### config.mk
export PLATFORM = sky130hd
export DESIGN_NAME = mips32_hazard_scoreboard_flat
export DESIGN_NICKNAME = d
export VERILOG_FILES = /design/src/rtl/mips32_pkg.sv /design/src/rtl/mips32_hazard_scoreboard_if.sv /design/src/rtl/mips32_sb_entry.sv /design/src/rtl/mips32_hazard_scoreboard.sv /design/src/flat_wrapper.sv
export SDC_FILE = /design/constraint.sdc
export NUM_CORES = 1
export LEC_CHECK = 0
export ABC_CLOCK_PERIOD_IN_PS = 3700
export CORE_ASPECT_RATIO = 1.4
export CORE_MARGIN = 2
export CORE_UTILIZATION = 56
export DETAILED_ROUTE_END_ITERATION = 6
export PLACE_DENSITY = 0.86
export SLEW_MARGIN = 20
export SYNTH_ARGS = -nofsm -noshare
export SYNTH_HDL_FRONTEND = slang
export SYNTH_SLANG_ARGS = --single-unit
### constraint.sdc
create_clock -name clk -period 3.7 [get_ports clk]
set_input_delay 0.74 -clock clk [delete_from_list [all_inputs] [get_ports clk]]
set_output_delay 0.74 -clock clk [all_outputs]
set_load 0.1 [all_outputs]
### src/rtl/mips32_pkg.sv
// mips32_pkg: shared opcodes, register-file geometry and scoreboard defaults
// for the MIPS32 pipeline.
package mips32_pkg;

  localparam int NREG   = 32;
  localparam int RIDX_W = $clog2(NREG);

  localparam int DEF_ALU_LAT  = 2;
  localparam int DEF_LOAD_LAT = 2;

  localparam logic [5:0] OP_ADD   = 6'b000000;
  localparam logic [5:0] OP_OR    = 6'b000011;
  localparam logic [5:0] OP_MUL   = 6'b000101;
  localparam logic [5:0] OP_LW    = 6'b001000;
  localparam logic [5:0] OP_SW    = 6'b001001;
  localparam logic [5:0] OP_ADDI  = 6'b001010;
  localparam logic [5:0] OP_SUBI  = 6'b001011;
  localparam logic [5:0] OP_BNEQZ = 6'b001101;
  localparam logic [5:0] OP_HLT   = 6'b111111;

  function automatic int cnt_width(int lat);
    return $clog2(lat + 1);
  endfunction

endpackage

### src/rtl/mips32_hazard_scoreboard_if.sv
// mips32_hazard_scoreboard_if: ID-stage operand request bundle and the
// scoreboard's stall/issue answer.
interface mips32_hazard_scoreboard_if #(
  parameter int RIDX_W = mips32_pkg::RIDX_W
);

  logic              id_valid;
  logic [RIDX_W-1:0] id_rs;
  logic              id_rs_used;
  logic [RIDX_W-1:0] id_rt;
  logic              id_rt_used;
  logic [RIDX_W-1:0] id_rd;
  logic              id_rd_we;
  logic              id_is_load;
  logic              stall;
  logic              issue;

  modport master (
    output id_valid, id_rs, id_rs_used,
    output id_rt, id_rt_used,
    output id_rd, id_rd_we, id_is_load,
    input  stall, issue
  );

  modport slave (
    input  id_valid, id_rs, id_rs_used,
    input  id_rt, id_rt_used,
    input  id_rd, id_rd_we, id_is_load,
    output stall, issue
  );

endinterface

### src/rtl/mips32_sb_entry.sv
// mips32_sb_entry: writeback countdown for one architectural register,
// plus its source and destination hazard compares.
module mips32_sb_entry #(
  parameter int CW       = 2,
  parameter int LOAD_LAT = 2,
  parameter bit FWD_EN   = 1'b0
) (
  input  logic          clk,
  input  logic          rst_n,
  input  logic          hold,
  input  logic          set,
  input  logic [CW-1:0] new_lat,
  input  logic          set_ld,
  output logic          busy,
  output logic          src_haz,
  output logic          waw_haz
);

  localparam logic [CW-1:0] LD_THR = CW'(LOAD_LAT - 1);

  logic [CW-1:0] cnt_q, cnt_d;
  logic          ld_q, ld_d;

  always_comb begin
    cnt_d = cnt_q;
    ld_d  = ld_q;
    if (!hold && cnt_q != '0) begin
      cnt_d = cnt_q - 1'b1;
    end
    if (set) begin
      cnt_d = new_lat;
      ld_d  = set_ld;
    end
  end

  // Forwarding hides ALU results; only the load's first cycle is unsafe.
  always_comb begin
    busy    = cnt_q != '0;
    waw_haz = cnt_q > new_lat;
    if (FWD_EN) begin
      src_haz = ld_q && (cnt_q > LD_THR);
    end else begin
      src_haz = busy;
    end
  end

  always_ff @(posedge clk or negedge rst_n) begin
    if (!rst_n) begin
      cnt_q <= '0;
      ld_q  <= 1'b0;
    end else begin
      cnt_q <= cnt_d;
      ld_q  <= ld_d;
    end
  end

endmodule

### src/rtl/mips32_hazard_scoreboard.sv
// mips32_hazard_scoreboard: ID-stage RAW/WAW scoreboard that holds issue
// until every source is readable and no older write would land later.
module mips32_hazard_scoreboard #(
  parameter int NREG     = mips32_pkg::NREG,
  parameter int RIDX_W   = $clog2(NREG),
  parameter int ALU_LAT  = mips32_pkg::DEF_ALU_LAT,
  parameter int LOAD_LAT = mips32_pkg::DEF_LOAD_LAT,
  parameter bit FWD_EN   = 1'b0,
  parameter int CNT_W    = 32
) (
  input  logic                      clk,
  input  logic                      rst_n,
  mips32_hazard_scoreboard_if.slave sb,
  input  logic                      flush,
  input  logic                      halted,
  output logic [NREG-1:0]           busy_vec,
  output logic [CNT_W-1:0]          stall_cycles
);

  import mips32_pkg::*;

  localparam int            CW    = cnt_width(LOAD_LAT);
  localparam logic [CW-1:0] ALU_L = CW'(ALU_LAT);
  localparam logic [CW-1:0] LD_L  = CW'(LOAD_LAT);

  logic [NREG-1:0]  busy, src_haz, waw_haz;
  logic [CW-1:0]    new_lat;
  logic             active, rs_haz, rt_haz, waw;
  logic             stall_c, issue_c, wr_en;
  logic [CNT_W-1:0] stall_cycles_q, stall_cycles_d;

  assign new_lat = sb.id_is_load ? LD_L : ALU_L;

  assign busy[0]    = 1'b0;
  assign src_haz[0] = 1'b0;
  assign waw_haz[0] = 1'b0;

  for (genvar r = 1; r < NREG; r++) begin : g_ent
    mips32_sb_entry #(
      .CW       (CW),
      .LOAD_LAT (LOAD_LAT),
      .FWD_EN   (FWD_EN)
    ) u_ent (
      .clk     (clk),
      .rst_n   (rst_n),
      .hold    (halted),
      .set     (wr_en && (sb.id_rd == RIDX_W'(r))),
      .new_lat (new_lat),
      .set_ld  (sb.id_is_load),
      .busy    (busy[r]),
      .src_haz (src_haz[r]),
      .waw_haz (waw_haz[r])
    );
  end

  // Outputs are forced quiet while reset is asserted.
  always_comb begin
    active  = rst_n && sb.id_valid && !flush && !halted;
    rs_haz  = sb.id_rs_used && src_haz[sb.id_rs];
    rt_haz  = sb.id_rt_used && src_haz[sb.id_rt];
    waw     = sb.id_rd_we && waw_haz[sb.id_rd];
    stall_c = active && (rs_haz || rt_haz || waw);
    issue_c = active && !stall_c;
    wr_en   = issue_c && sb.id_rd_we && (sb.id_rd != '0);
  end

  always_comb begin
    stall_cycles_d = stall_cycles_q;
    if (stall_c && stall_cycles_q != '1) begin
      stall_cycles_d = stall_cycles_q + 1'b1;
    end
  end

  always_ff @(posedge clk or negedge rst_n) begin
    if (!rst_n) begin
      stall_cycles_q <= '0;
    end else begin
      stall_cycles_q <= stall_cycles_d;
    end
  end

  assign sb.stall     = stall_c;
  assign sb.issue     = issue_c;
  assign busy_vec     = busy;
  assign stall_cycles = stall_cycles_q;

endmodule
### src/flat_wrapper.sv
// flat-port wrapper written by rule: the top's interface ports become plain ports
module mips32_hazard_scoreboard_flat import mips32_pkg::*;
#(
  parameter int NREG     = mips32_pkg::NREG,
  parameter int RIDX_W   = $clog2(NREG),
  parameter int ALU_LAT  = mips32_pkg::DEF_ALU_LAT,
  parameter int LOAD_LAT = mips32_pkg::DEF_LOAD_LAT,
  parameter bit FWD_EN   = 1'b0,
  parameter int CNT_W    = 32
)
  (clk, rst_n, flush, halted, busy_vec, stall_cycles, sb_id_valid, sb_id_rs, sb_id_rs_used, sb_id_rt, sb_id_rt_used, sb_id_rd, sb_id_rd_we, sb_id_is_load, sb_stall, sb_issue);
  mips32_hazard_scoreboard_if #(.RIDX_W(RIDX_W)) sb_i ();
  input  logic clk;
  input  logic rst_n;
  input  logic flush;
  input  logic halted;
  output logic [NREG-1:0] busy_vec;
  output logic [CNT_W-1:0] stall_cycles;
  input wire logic [$bits(sb_i.id_valid)-1:0] sb_id_valid;
  input wire logic [$bits(sb_i.id_rs)-1:0] sb_id_rs;
  input wire logic [$bits(sb_i.id_rs_used)-1:0] sb_id_rs_used;
  input wire logic [$bits(sb_i.id_rt)-1:0] sb_id_rt;
  input wire logic [$bits(sb_i.id_rt_used)-1:0] sb_id_rt_used;
  input wire logic [$bits(sb_i.id_rd)-1:0] sb_id_rd;
  input wire logic [$bits(sb_i.id_rd_we)-1:0] sb_id_rd_we;
  input wire logic [$bits(sb_i.id_is_load)-1:0] sb_id_is_load;
  output wire logic [$bits(sb_i.stall)-1:0] sb_stall;
  output wire logic [$bits(sb_i.issue)-1:0] sb_issue;
  assign sb_i.id_valid = sb_id_valid;
  assign sb_i.id_rs = sb_id_rs;
  assign sb_i.id_rs_used = sb_id_rs_used;
  assign sb_i.id_rt = sb_id_rt;
  assign sb_i.id_rt_used = sb_id_rt_used;
  assign sb_i.id_rd = sb_id_rd;
  assign sb_i.id_rd_we = sb_id_rd_we;
  assign sb_i.id_is_load = sb_id_is_load;
  assign sb_stall = sb_i.stall;
  assign sb_issue = sb_i.issue;
  mips32_hazard_scoreboard #(.NREG(NREG), .RIDX_W(RIDX_W), .ALU_LAT(ALU_LAT), .LOAD_LAT(LOAD_LAT), .FWD_EN(FWD_EN), .CNT_W(CNT_W)) u_core (.clk(clk), .rst_n(rst_n), .sb(sb_i), .flush(flush), .halted(halted), .busy_vec(busy_vec), .stall_cycles(stall_cycles));
endmodule
==> results by group <==
Place
  • # port buffers: 87
  • Placed cell area: between 7000 and 8000 µm²
  • GPL Wtd Cong: about 0.96
  • Hpwl dp: ~13 mm
  • Inst Count DP: between 900 and 1000

Setup path
  • Reg-to-reg setup timing slack: between 200 and 300 ps
  • Stages on worst setup path: 8
  • CP Data Arrival Time: slightly below 3000 ps
  • Crit path top cell by count: nor4b_4
  • Crit end category: output pin
  • CP max stage cell: mux4_1
  • Crit path max fanout: 4
  • Critical path buffers and inverters: 3
  • Worst-path cell chain: dlygate4sd2_1 -> mux4_1 -> mux2i_1 -> a32o_2 -> nor4b_4 -> buf_4 -> nor4b_4 -> buf_12
  • WP data required: around 3000 ps
  • Reg2Reg Depth: 13
  • CP top delay family: multiplexers
  • Critical path's largest stage delay: 600 ps
  • Setup CP Type: in -> out
  • Startpoint types: input pin

STA
  • Final setup fails: 0
  • Period minus WS final: approximately 3600 ps
  • Slew @ Worst Pin: 1020 ps
  • Final period util: 98.3%
  • Fin. Hold Viols: 0
  • Fmax: between 200 and 300 MHz
  • Setup repair after global routing missed its margin: no
  • Relative slew slack: 32.1%
  • Skew final: about 9.4 ps
  • Max-slew violation count: 0

Yosys
  • Post-synth cell types: between 50 and 60
  • Async set-reset flop share out of synthesis: 100%
  • Synth top area cells: dfrtp_1 (35%), ha_1 (12%), inv_1 (5.4%), mux4_2 (4.7%), xnor2_1 (4.2%)
  • Dominant cell type by area after synthesis: dfrtp_1
  • Mapped Nets: 815
  • Top_reg_cell synth: dfrtp_1
  • Gate Count Post-Synth: about 730
  • Register bit total from synthesis: 94
  • Most frequent cells after synthesis: inv_1 (97), dfrtp_1 (94), ha_1 (63), nand2_1 (63), nor2_1 (58)
  • Top-area cell type share of the netlist area: 35.1%
  • Most common cell in the netlist: inv_1
  • Number of flops mapped to enable cells by yosys: 0
  • Mapped Avg Cell Area: 9.21 µm²
  • Post-synthesis cell area: 6700 µm²
  • Synth warnings: 0
  • Post-synthesis sequential area ratio: 35.1%

Power and ir drop
  • P per Cell Area: 820 nW/µm²
  • Peak supply drop: ~0.44 mV
  • Leak pwr: 3.89 nW
  • Final Power: 6.59 mW

Detailed routing
  • First DRT Iteration DRCs: 372
  • Antenna viol nets, final: 0
  • TritonRoute pass-1 iters: 7
  • Via Count: 5597
  • # DRC: 0
  • WL/cell: 18.9 µm
  • DRT Wirelength: 18.1 mm
  • Via density: around 5.8

Floorplanning
  • Row count: 47
  • Die height: approximately 130 µm
  • Core ar.: 11800 µm²
  • Top-Level Pins: 90
  • Die area: 12900 µm²
  • Initial Util: 57.0%
  • Die width: ~96 µm

Clocking
  • CTS Buffer Depth: 2
  • H-tree depth: 3
  • CTS Buf Count: 9
  • Clock Latency Late Sink: ~340 ps
  • Clock sinks: 94
  • CTS Root Cell: clkbuf_16
  • CTS tree: done
  • Worst-path clk slew: 70 ps

Finish
  • N_diodes: 0
  • Share of cells above drive strength 1: 17.1%
  • Nets: around 890
  • Layout Cells excl Fill: about 960
  • Design area: ~8000 µm²
  • Layout Area Growth over Synthesis: 20.0%

GRT
  • Initial antenna violation count: 0
  • GR Overflow Total: 0
  • First-pass GRT wire length: slightly below 30 mm
  • Largest net degree at the start of global routing: 71
  • Gr usage total: roughly 29%
  • Vias in the first global route: 5908

Flow run
  • Max-Cap Viols: 0

Worst hold path
  • Hold Path Class: in -> async

Status
  • Status: finished clean
[logic make-up after synthesis]
logic type                 after synthesis  synth area share (%)
adders and majority gates               63                  11.8
xor gates and xnor gates                62                  8.10
buffers and inverters                  156                  11.1
muxes                                   36                  8.33
other                                    1                0.0559
and+or+nand+nor                        206                  15.7
DFF                                     94                  35.1
AOI/OAI and AO/OA                      110                  9.89
[worst reg2reg max path, delay by kind of cell, from the launching register on]
| kind | cells | cell delay, ps |
|---|---|---|
| simple gates | 2 | 260 |
| mux | 2 | 1000 |
| fa+ha+maj | 1 | 280 |
| compound gates | 2 | 520 |
| buf+inv | 6 | 900 |
| flops | 1 | 410 |
[where the power goes]
group | total (mW) | internal (mW) | switching (mW) | leakage, nW
clock network | 1.03 | 0.629 | 0.397 | 0.162
registers | 1.75 | 1.41 | 0.341 | 1.14
logic | 3.81 | 1.24 | 2.58 | 2.59
total | 6.59 | 3.28 | 3.32 | 3.89
[cell usage in the layout, fill, tap and decap left out, types with 3 or more instances in the layout]
cell type / count
nor3_2: 10
nor4_1: 5
nor2_1: 58
clkbuf_16: 9
ha_1: 63
o21a_1: 3
and3_1: 10
buf_4: 68
nand3_1: 19
mux4_2: 14
dfrtp_1: 94
xor2_1: 30
and2_1: 6
a21oi_1: 17
o22ai_1: 3
nand2_1: 63
mux2_2: 4
xnor2_1: 32
nor2b_1: 5
and4_1: 4
and2_0: 3
dlygate4sd2_1: 4
nand4_1: 3
buf_6: 3
mux2i_1: 14
inv_1: 97
a22oi_1: 4
nand2b_1: 8
dlymetal6s2s_1: 3
a31oi_1: 9
o21ai_0: 55
clkdlybuf4s50_1: 45
[cell type report]
class	count	area, µm²
Tap cell	147	184
Timing Repair Buffer	126	1110
Clock inverter	5	81.3
Inverter	97	364
Sequential cell	94	2350
Fill cell	865	3720
Multi-Input combinational cell	478	3690
Clock buffer	11	253
[per-layer routing]
layer	routed length (µm)	GRT usage (%)	vias to the layer above
met3	1170	5.94	82
met4	1000	17.5	0
met2	9410	50.3	269
li1	-	-	2544
met5	0	0	-
met1	6560	32.9	2702
[what timing repair did]
| item | in CTS | in global routing |
|---|---|---|
| setup endpoints to repair | 2 | 2 |
| pin swaps | 5 | 3 |
| setup buffers | 2 | 1 |
| gates resized for setup | 14 | 14 |
| hold buffers | 0 | 0 |
[flip-flops by register name, indices dropped and copies added (netlist names)]
name	flops
u_core.stall_cycles	32
u_core.g_ent.u_ent.cnt_q	62
[stage by stage]
stage / setup slack [ps] / hold WS, ps / TNS, ps / utilization (%)
4_1_cts: 17.3 / 315 / 0 / 68.0
5_1_grt: 4.78 / 333 / 0 / 68.4
6_report: 64.0 / 313 / 0 / 68.4
2_1_floorplan: 7.48 / 444 / 0 / -
3_3_place_gp: -249 / 474 / -1880 / 64.7
3_5_place_dp: -293 / 487 / -5980 / 64.7
[worst paths after layout]
path	from	end
min in group clk	u_core.stall_cycles[9]$_DFFE_PN0P_	u_core.stall_cycles[9]$_DFFE_PN0P_
worst min-delay path	rst_n	u_core.g_ent[9].u_ent.cnt_q[0]$_DFFE_PN0P_
worst max-delay path	sb_id_rd[1]	sb_issue
worst min register to register	u_core.stall_cycles[9]$_DFFE_PN0P_	u_core.stall_cycles[9]$_DFFE_PN0P_
worst max register to register	u_core.g_ent[2].u_ent.cnt_q[0]$_DFFE_PN0P_	u_core.g_ent[23].u_ent.cnt_q[0]$_DFFE_PN0P_
max in group asynchronous	rst_n	u_core.stall_cycles[9]$_DFFE_PN0P_
Power figures use the tool's default switching activity.
